--- config.mk ---
export PLATFORM = sky130hd
export DESIGN_NAME = fetch_decode_pipe
export DESIGN_NICKNAME = d
export VERILOG_FILES = /design/src/rtl/fetch_decode_pipe.sv
export SDC_FILE = /design/constraint.sdc
export NUM_CORES = 1
export LEC_CHECK = 0
export CAP_MARGIN = 20
export CORE_UTILIZATION = 45
export CTS_CLUSTER_DIAMETER = 30
export DETAILED_ROUTE_END_ITERATION = 10
export PLACE_DENSITY = 0.95
export SLEW_MARGIN = 20
export SYNTH_ARGS = -nofsm -noshare
export SYNTH_HDL_FRONTEND = slang
export SYNTH_SLANG_ARGS = --single-unit
--- constraint.sdc ---
create_clock -name Clk -period 9.3 [get_ports Clk]
set_clock_uncertainty 0.2 [all_clocks]
set_input_delay 0.93 -clock Clk [delete_from_list [all_inputs] [get_ports Clk]]
set_output_delay 0.93 -clock Clk [all_outputs]
set_load 0.02 [all_outputs]
--- src/rtl/fetch_decode_pipe.sv ---
// rtl/fetch_decode_pipe.sv - PC register and Fetch-to-Decode pipeline register with stall/flush handling
// Optional feature macro: FETCH_PERF_CNT_EN (total stall and flush cycle counters).
module fetch_decode_pipe #(
    parameter logic [31:0] RESET_PC  = 32'h0000_0000,
    parameter int unsigned MAX_STALL = 4
) (
    input  logic        Clk,
    input  logic        Reset,
    input  logic        PCWrite,
    input  logic        IFIDWrite,
    input  logic        Flush,
    input  logic [31:0] BranchTarget,
    input  logic [31:0] InstrIn,
    output logic [31:0] PC,
    output logic [31:0] InstrOut,
    output logic [31:0] PCPlus4Out,
    output logic        ValidOut,
    output logic        StallTimeout,
    output logic        CtrlMismatch,
    output logic [31:0] StallCount,
    output logic [31:0] FlushCount
);

    localparam logic [7:0] MAX_STALL_C = 8'(MAX_STALL);

    logic [31:0] pc_q, pc_d;
    logic [31:0] instr_q, instr_d;
    logic [31:0] pc_plus4_q, pc_plus4_d;
    logic        valid_q, valid_d;
    logic [7:0]  run_q, run_d;
    logic        timeout_q, timeout_d;
    logic        mismatch_q, mismatch_d;

    logic        stall_cycle;
    logic [31:0] pc_inc;

    assign stall_cycle = !PCWrite && !IFIDWrite && !Flush;
    assign pc_inc      = pc_q + 32'd4;

    always_comb begin
        pc_d = pc_q;
        if (Flush) begin
            pc_d = {BranchTarget[31:2], 2'b00};
        end else if (PCWrite) begin
            pc_d = pc_inc;
        end
    end

    // A flush always inserts a bubble, even when the hazard unit holds the register.
    always_comb begin
        instr_d    = instr_q;
        pc_plus4_d = pc_plus4_q;
        valid_d    = valid_q;
        if (Flush) begin
            instr_d    = 32'd0;
            pc_plus4_d = 32'd0;
            valid_d    = 1'b0;
        end else if (IFIDWrite) begin
            instr_d    = InstrIn;
            pc_plus4_d = pc_inc;
            valid_d    = 1'b1;
        end
    end

    always_comb begin
        run_d = 8'd0;
        if (stall_cycle) begin
            run_d = (run_q == 8'hFF) ? run_q : run_q + 8'd1;
        end
        timeout_d  = timeout_q  || (stall_cycle && (run_d >= MAX_STALL_C));
        mismatch_d = mismatch_q || (PCWrite && !IFIDWrite && !Flush);
    end

    always_ff @(posedge Clk or posedge Reset) begin
        if (Reset) begin
            pc_q       <= RESET_PC;
            instr_q    <= 32'd0;
            pc_plus4_q <= 32'd0;
            valid_q    <= 1'b0;
            run_q      <= 8'd0;
            timeout_q  <= 1'b0;
            mismatch_q <= 1'b0;
        end else begin
            pc_q       <= pc_d;
            instr_q    <= instr_d;
            pc_plus4_q <= pc_plus4_d;
            valid_q    <= valid_d;
            run_q      <= run_d;
            timeout_q  <= timeout_d;
            mismatch_q <= mismatch_d;
        end
    end

`ifdef FETCH_PERF_CNT_EN
    logic [31:0] stall_cnt_q, stall_cnt_d;
    logic [31:0] flush_cnt_q, flush_cnt_d;

    always_comb begin
        stall_cnt_d = stall_cycle ? stall_cnt_q + 32'd1 : stall_cnt_q;
        flush_cnt_d = Flush       ? flush_cnt_q + 32'd1 : flush_cnt_q;
    end

    always_ff @(posedge Clk or posedge Reset) begin
        if (Reset) begin
            stall_cnt_q <= 32'd0;
            flush_cnt_q <= 32'd0;
        end else begin
            stall_cnt_q <= stall_cnt_d;
            flush_cnt_q <= flush_cnt_d;
        end
    end

    assign StallCount = stall_cnt_q;
    assign FlushCount = flush_cnt_q;
`else
    assign StallCount = 32'd0;
    assign FlushCount = 32'd0;
`endif

    assign PC           = pc_q;
    assign InstrOut     = instr_q;
    assign PCPlus4Out   = pc_plus4_q;
    assign ValidOut     = valid_q;
    assign StallTimeout = timeout_q;
    assign CtrlMismatch = mismatch_q;

endmodule

Word level (Yosys, flattened, before mapping)
Index checks and enable logic that the tools add are counted.
{ "word_totals": {"ff_bits": 107, "input_bits": 69, "out_inout_bits": 163, "elab_cells": 33} }
{ "op_classes": {"add_sub_neg": 2, "order_cmp": 1, "eq_ne": 1, "mux": 10, "reduce_logical": 12} }
{ "ops": {"columns": ["operator", "n"], "rows": [
  ["two-way mux 32 bit", 6],
  ["adder 32 x 3 -> 32 bit, second input constant", 1],
  ["two-way mux 8 bit", 2],
  ["adder 8 x 1 -> 8 bit, second input constant", 1],
  ["equality test 8 bit, second input constant", 1],
  [">= comparator 8 x 3 -> 1 bit, second input constant", 1],
  ["logical AND 1 bit", 5],
  ["nonzero test 2 bit", 2],
  ["logical NOT 1 bit", 3],
  ["logical OR 1 bit", 2],
  ["two-way mux 1 bit", 2]
]} }

Longest topological paths before layout
{ "depth": {"depth_word": 7, "mapped_depth": 8, "depth_no_buf": 6} }

Worst setup path before layout
No wires, ideal clock.
{ "synth_timing": {"kind": "input -> register", "start": "input port PCWrite", "end": "register pc_q[26] (netlist: PC[26])", "setup_ps": 125, "t_arrival_ps": 2255, "required_time_ps": 8975, "slack_ps": 6720, "cell_stages": 6, "n_path_buf": 1, "cell_sequence": "clkbuf_1 > and3_1 > nand3_1 > nor4_1 > xor2_1 > mux2_2"} }
{ "synth_between": {"elab_chain_len": 1} }
{ "synth_rtl": {"columns": ["element", "line_no", "text"], "rows": [
  ["from (decl)", "9", "input logic PCWrite,"],
  ["nonzero test 2 bit (no line)", null, null],
  ["to (signal assigned)", "84", "pc_q <= pc_d;"],
  ["to (decl)", "26", "logic [31:0] pc_q, pc_d;"]
]} }
No other way between the ends.
A chain may end at the register's enable or synchronous reset.

Final worst setup path
Same ends and word-level chain as after synthesis.

==> flow_summary_export.csv <==
group,metric,value,unit
setup_path,worstSetupStartpointType,"input pin",
run,cap_viol_max_count,0,
clock_tree,postCtsSetupRepairBufs,0,
grt,grt.overflow.total,0,
power,p_leak,3.15,nW
timing,period_needed,2950,ps
timing,grt_setup_unrepaired,"false",
die,start_util,0.466,
routing,vias_per_cell,5.04,
clock_tree,cts.clk_slew.worst_paths,70,ps
timing,fin_crit_sh,0.317,
yosys,avgSynthCellArea,9.59,um^2
power,powerDensity,156,nW/um^2
timing,worst_slack,6350,ps
worst_hold_path,min_path_type,"reg -> reg",
routing,drt-initial-drc-count,220,
clock_tree,clock_path_buffers,2,
grt,grt_max_degree,72,
yosys,synth_cell_type_count,43,
timing,worstMarginPinSlew,842,ps
timing,drv_slew,0,
grt,grt_pass1_wl,22600,um
clock_tree,root_buffer,"clkbuf_16",
yosys,ys_seq_elements,104,
die,dieArea,13000,um^2
finish,nFillCells,1049,
power,power_frac_clock,0.336,
finish,final_common_cell,"clkdlybuf4s50_1",
die,rows,40,
finish,final_layout_size_suffix_gt1_frac,0.0425,
yosys,netlist_area,5640,um^2
clock_tree,cts_buffers,9,
grt,antenna_found_initial,0,
clock_tree,cts_tree,"yes",
timing,final_hold_viol_count,0,
routing,ant_nets,0,
finish,most-common-layout-cells,"clkdlybuf4s50_1, dfrtp_1, nor2_1, conb_1, nand2_1",
power,power,1.15,mW
finish,seq_area,2600,um^2
placement,place.gp.congestion,0.800,
clock_tree,holdBufCountCts,0,
setup_path,required,9330,ps
yosys,synthCells,588,
yosys,ys_seq_area_frac,0.461,
power,sw_frac_of_total,0.300,
timing,timing.setup.tns,0,ps
power,pwr-share-seq,0.450,
routing,drc,0,
placement,dp_slack,6040,ps
power,internal_power,0.807,mW
setup_path,critPathCaptureType,"flop",
grt,grt_pass1_vias,4359,
clock_tree,insertion_delay,340,ps
timing,setup_viol,0,
finish,synthToLayoutAreaGrowth,31.1,%
placement,io_buffers,163,
routing,wl,14100,um
power,power_switching,0.345,mW
timing,fmax,339,MHz
routing,vias,4525,
clock_tree,cts_htree_levels,3,
finish,multiInputGateArea,2600,um^2
placement,hpwlAfterDp,9940,um
timing,timing.hold.ws,276,ps
finish,diodes,0,
yosys,yosysWarnings,0,
setup_path,worstPathMaxFanout,20,
clock_tree,clkSinkCount,104,
die,core,12100,um^2
power,peakVddDrop,0.0975,mV
routing,firstDrtPassIters,5,
setup_path,critPathKind,"in -> reg",
die,die_w,114,um
clock_tree,cts_resized,0,
finish,fin_nets,796,
routing,wl_per_cell,15.7,um
grt,grt_usage,0.221,
power,pwr-share-comb,0.214,
die,boundaryPins,232,
die,die_y,114,um
timing,relSlewSlack,0.437,
setup_path,worstPathArrival,2980,ps
outcome,status,"finished, final reports clean",
flip-flops by register name, indices dropped and copies added (netlist names):
name and count:
run_q 8, CtrlMismatch 1, StallTimeout 1, PCPlus4Out 31, PC 30, ValidOut 1, InstrOut 32
critical path, stage by stage:
cell,delay (ps)
clkdlybuf4s50_1,460
buf_4,280
and3_1,220
nand3_1,310
nor4_1,380
xor2_1,120
mux2_2,280
area by class of cell:
| cell class | instances | area share |
|---|---|---|
| Sequential cell | 104 | 0.352 |
| Multi-Input combinational cell | 438 | 0.352 |
| Timing Repair Buffer | 167 | 0.224 |
| Clock buffer | 10 | 0.0310 |
| Tap cell | 168 | 0.0284 |
| Clock inverter | 6 | 0.00998 |
| Inverter | 5 | 0.00288 |
metrics by stage:
stage | cells | area, um^2 | util
detailed placement | 882 | 7090 | 0.586
finish | 898 | 7400 | 0.611
global placement | 882 | 7090 | 0.586
CTS | 898 | 7400 | 0.611
global route | 898 | 7400 | 0.611
floorplan | 653 | 5890 | -
logic make-up (layout without fill, tap and decap cells):
kind of cell / count (synthesis) / after routing / synth area share
other cells: 1 / 66 / 0.000665
compound gates: 76 / 76 / 0.0876
simple gates: 202 / 202 / 0.174
fa+ha+maj: 2 / 2 / 0.00443
mux: 37 / 37 / 0.0661
flops: 104 / 104 / 0.461
xor+xnor: 55 / 55 / 0.0854
buf+inv: 111 / 188 / 0.121
path summary, 6_finish.rpt:
kind / start / endpoint / slack (ps) / depth (start not counted)
worst min register to register: CtrlMismatch$_DFF_PP0_ / CtrlMismatch$_DFF_PP0_ / 280 / 1
worst max register to register: PC[10]$_DFFE_PP0N_ / PC[26]$_DFFE_PP0N_ / 6600 / 5
worst min-delay path: CtrlMismatch$_DFF_PP0_ / CtrlMismatch$_DFF_PP0_ / 280 / 1
worst max-delay path: PCWrite / PC[26]$_DFFE_PP0N_ / 6350 / 7
max in group asynchronous: Reset / PC[16]$_DFFE_PP0N_ / 6940 / 3
min in group asynchronous: Reset / InstrOut[2]$_DFFE_PP0P_ / 810 / 2
per-layer routing:
metal / global-route usage / routed length [um] / vias to the layer above
met4: 0.0606 / 170 / 0
met5: 0 / 0 / -
met1: 0.293 / 6010 / 2176
met3: 0.0361 / 823 / 11
met2: 0.376 / 7130 / 162
li1: - / - / 2176
synth_stat cells (all sizes together):
library cell / number / area [um^2]
buf: 80 / 564
o211a: 1 / 10.0
inv: 5 / 18.8
nor4: 16 / 100
a31oi: 4 / 25.0
or3: 2 / 12.5
ha: 2 / 25.0
mux2: 2 / 22.5
nand2: 42 / 165
a41o: 1 / 11.3
and3: 9 / 63.8
dfrtp: 104 / 2600
o21ai: 31 / 155
nor2: 75 / 282
mux2i: 35 / 350
nand4b: 2 / 17.5
o211ai: 2 / 15.0
conb: 1 / 3.75
or4: 2 / 15.0
and4: 6 / 55.1
nor3: 10 / 50.1
clkbuf: 26 / 97.6
nand3: 20 / 100
a21oi: 2 / 10.0
a311oi: 2 / 17.5
nand3b: 1 / 7.51
and2: 4 / 25.0
a211oi: 28 / 210
a21o: 1 / 7.51
o32a: 1 / 10.0
xor2: 25 / 219
o31ai: 3 / 22.5
xnor2: 30 / 263
nand4: 13 / 87.6
power groups by stage:
stage / clock, mW / combinational [mW] / sequential [mW]
6_report: 0.387 / 0.247 / 0.518
5_1_grt: 0.419 / 0.266 / 0.523
4_1_cts: 0.399 / 0.249 / 0.517
3_5_place_dp: 0 / 0.248 / 0.526
3_3_place_gp: 0 / 0.243 / 0.524
2_1_floorplan: 0 / 0.124 / 0.555
No activity file was read; power rests on OpenSTA's default activity.
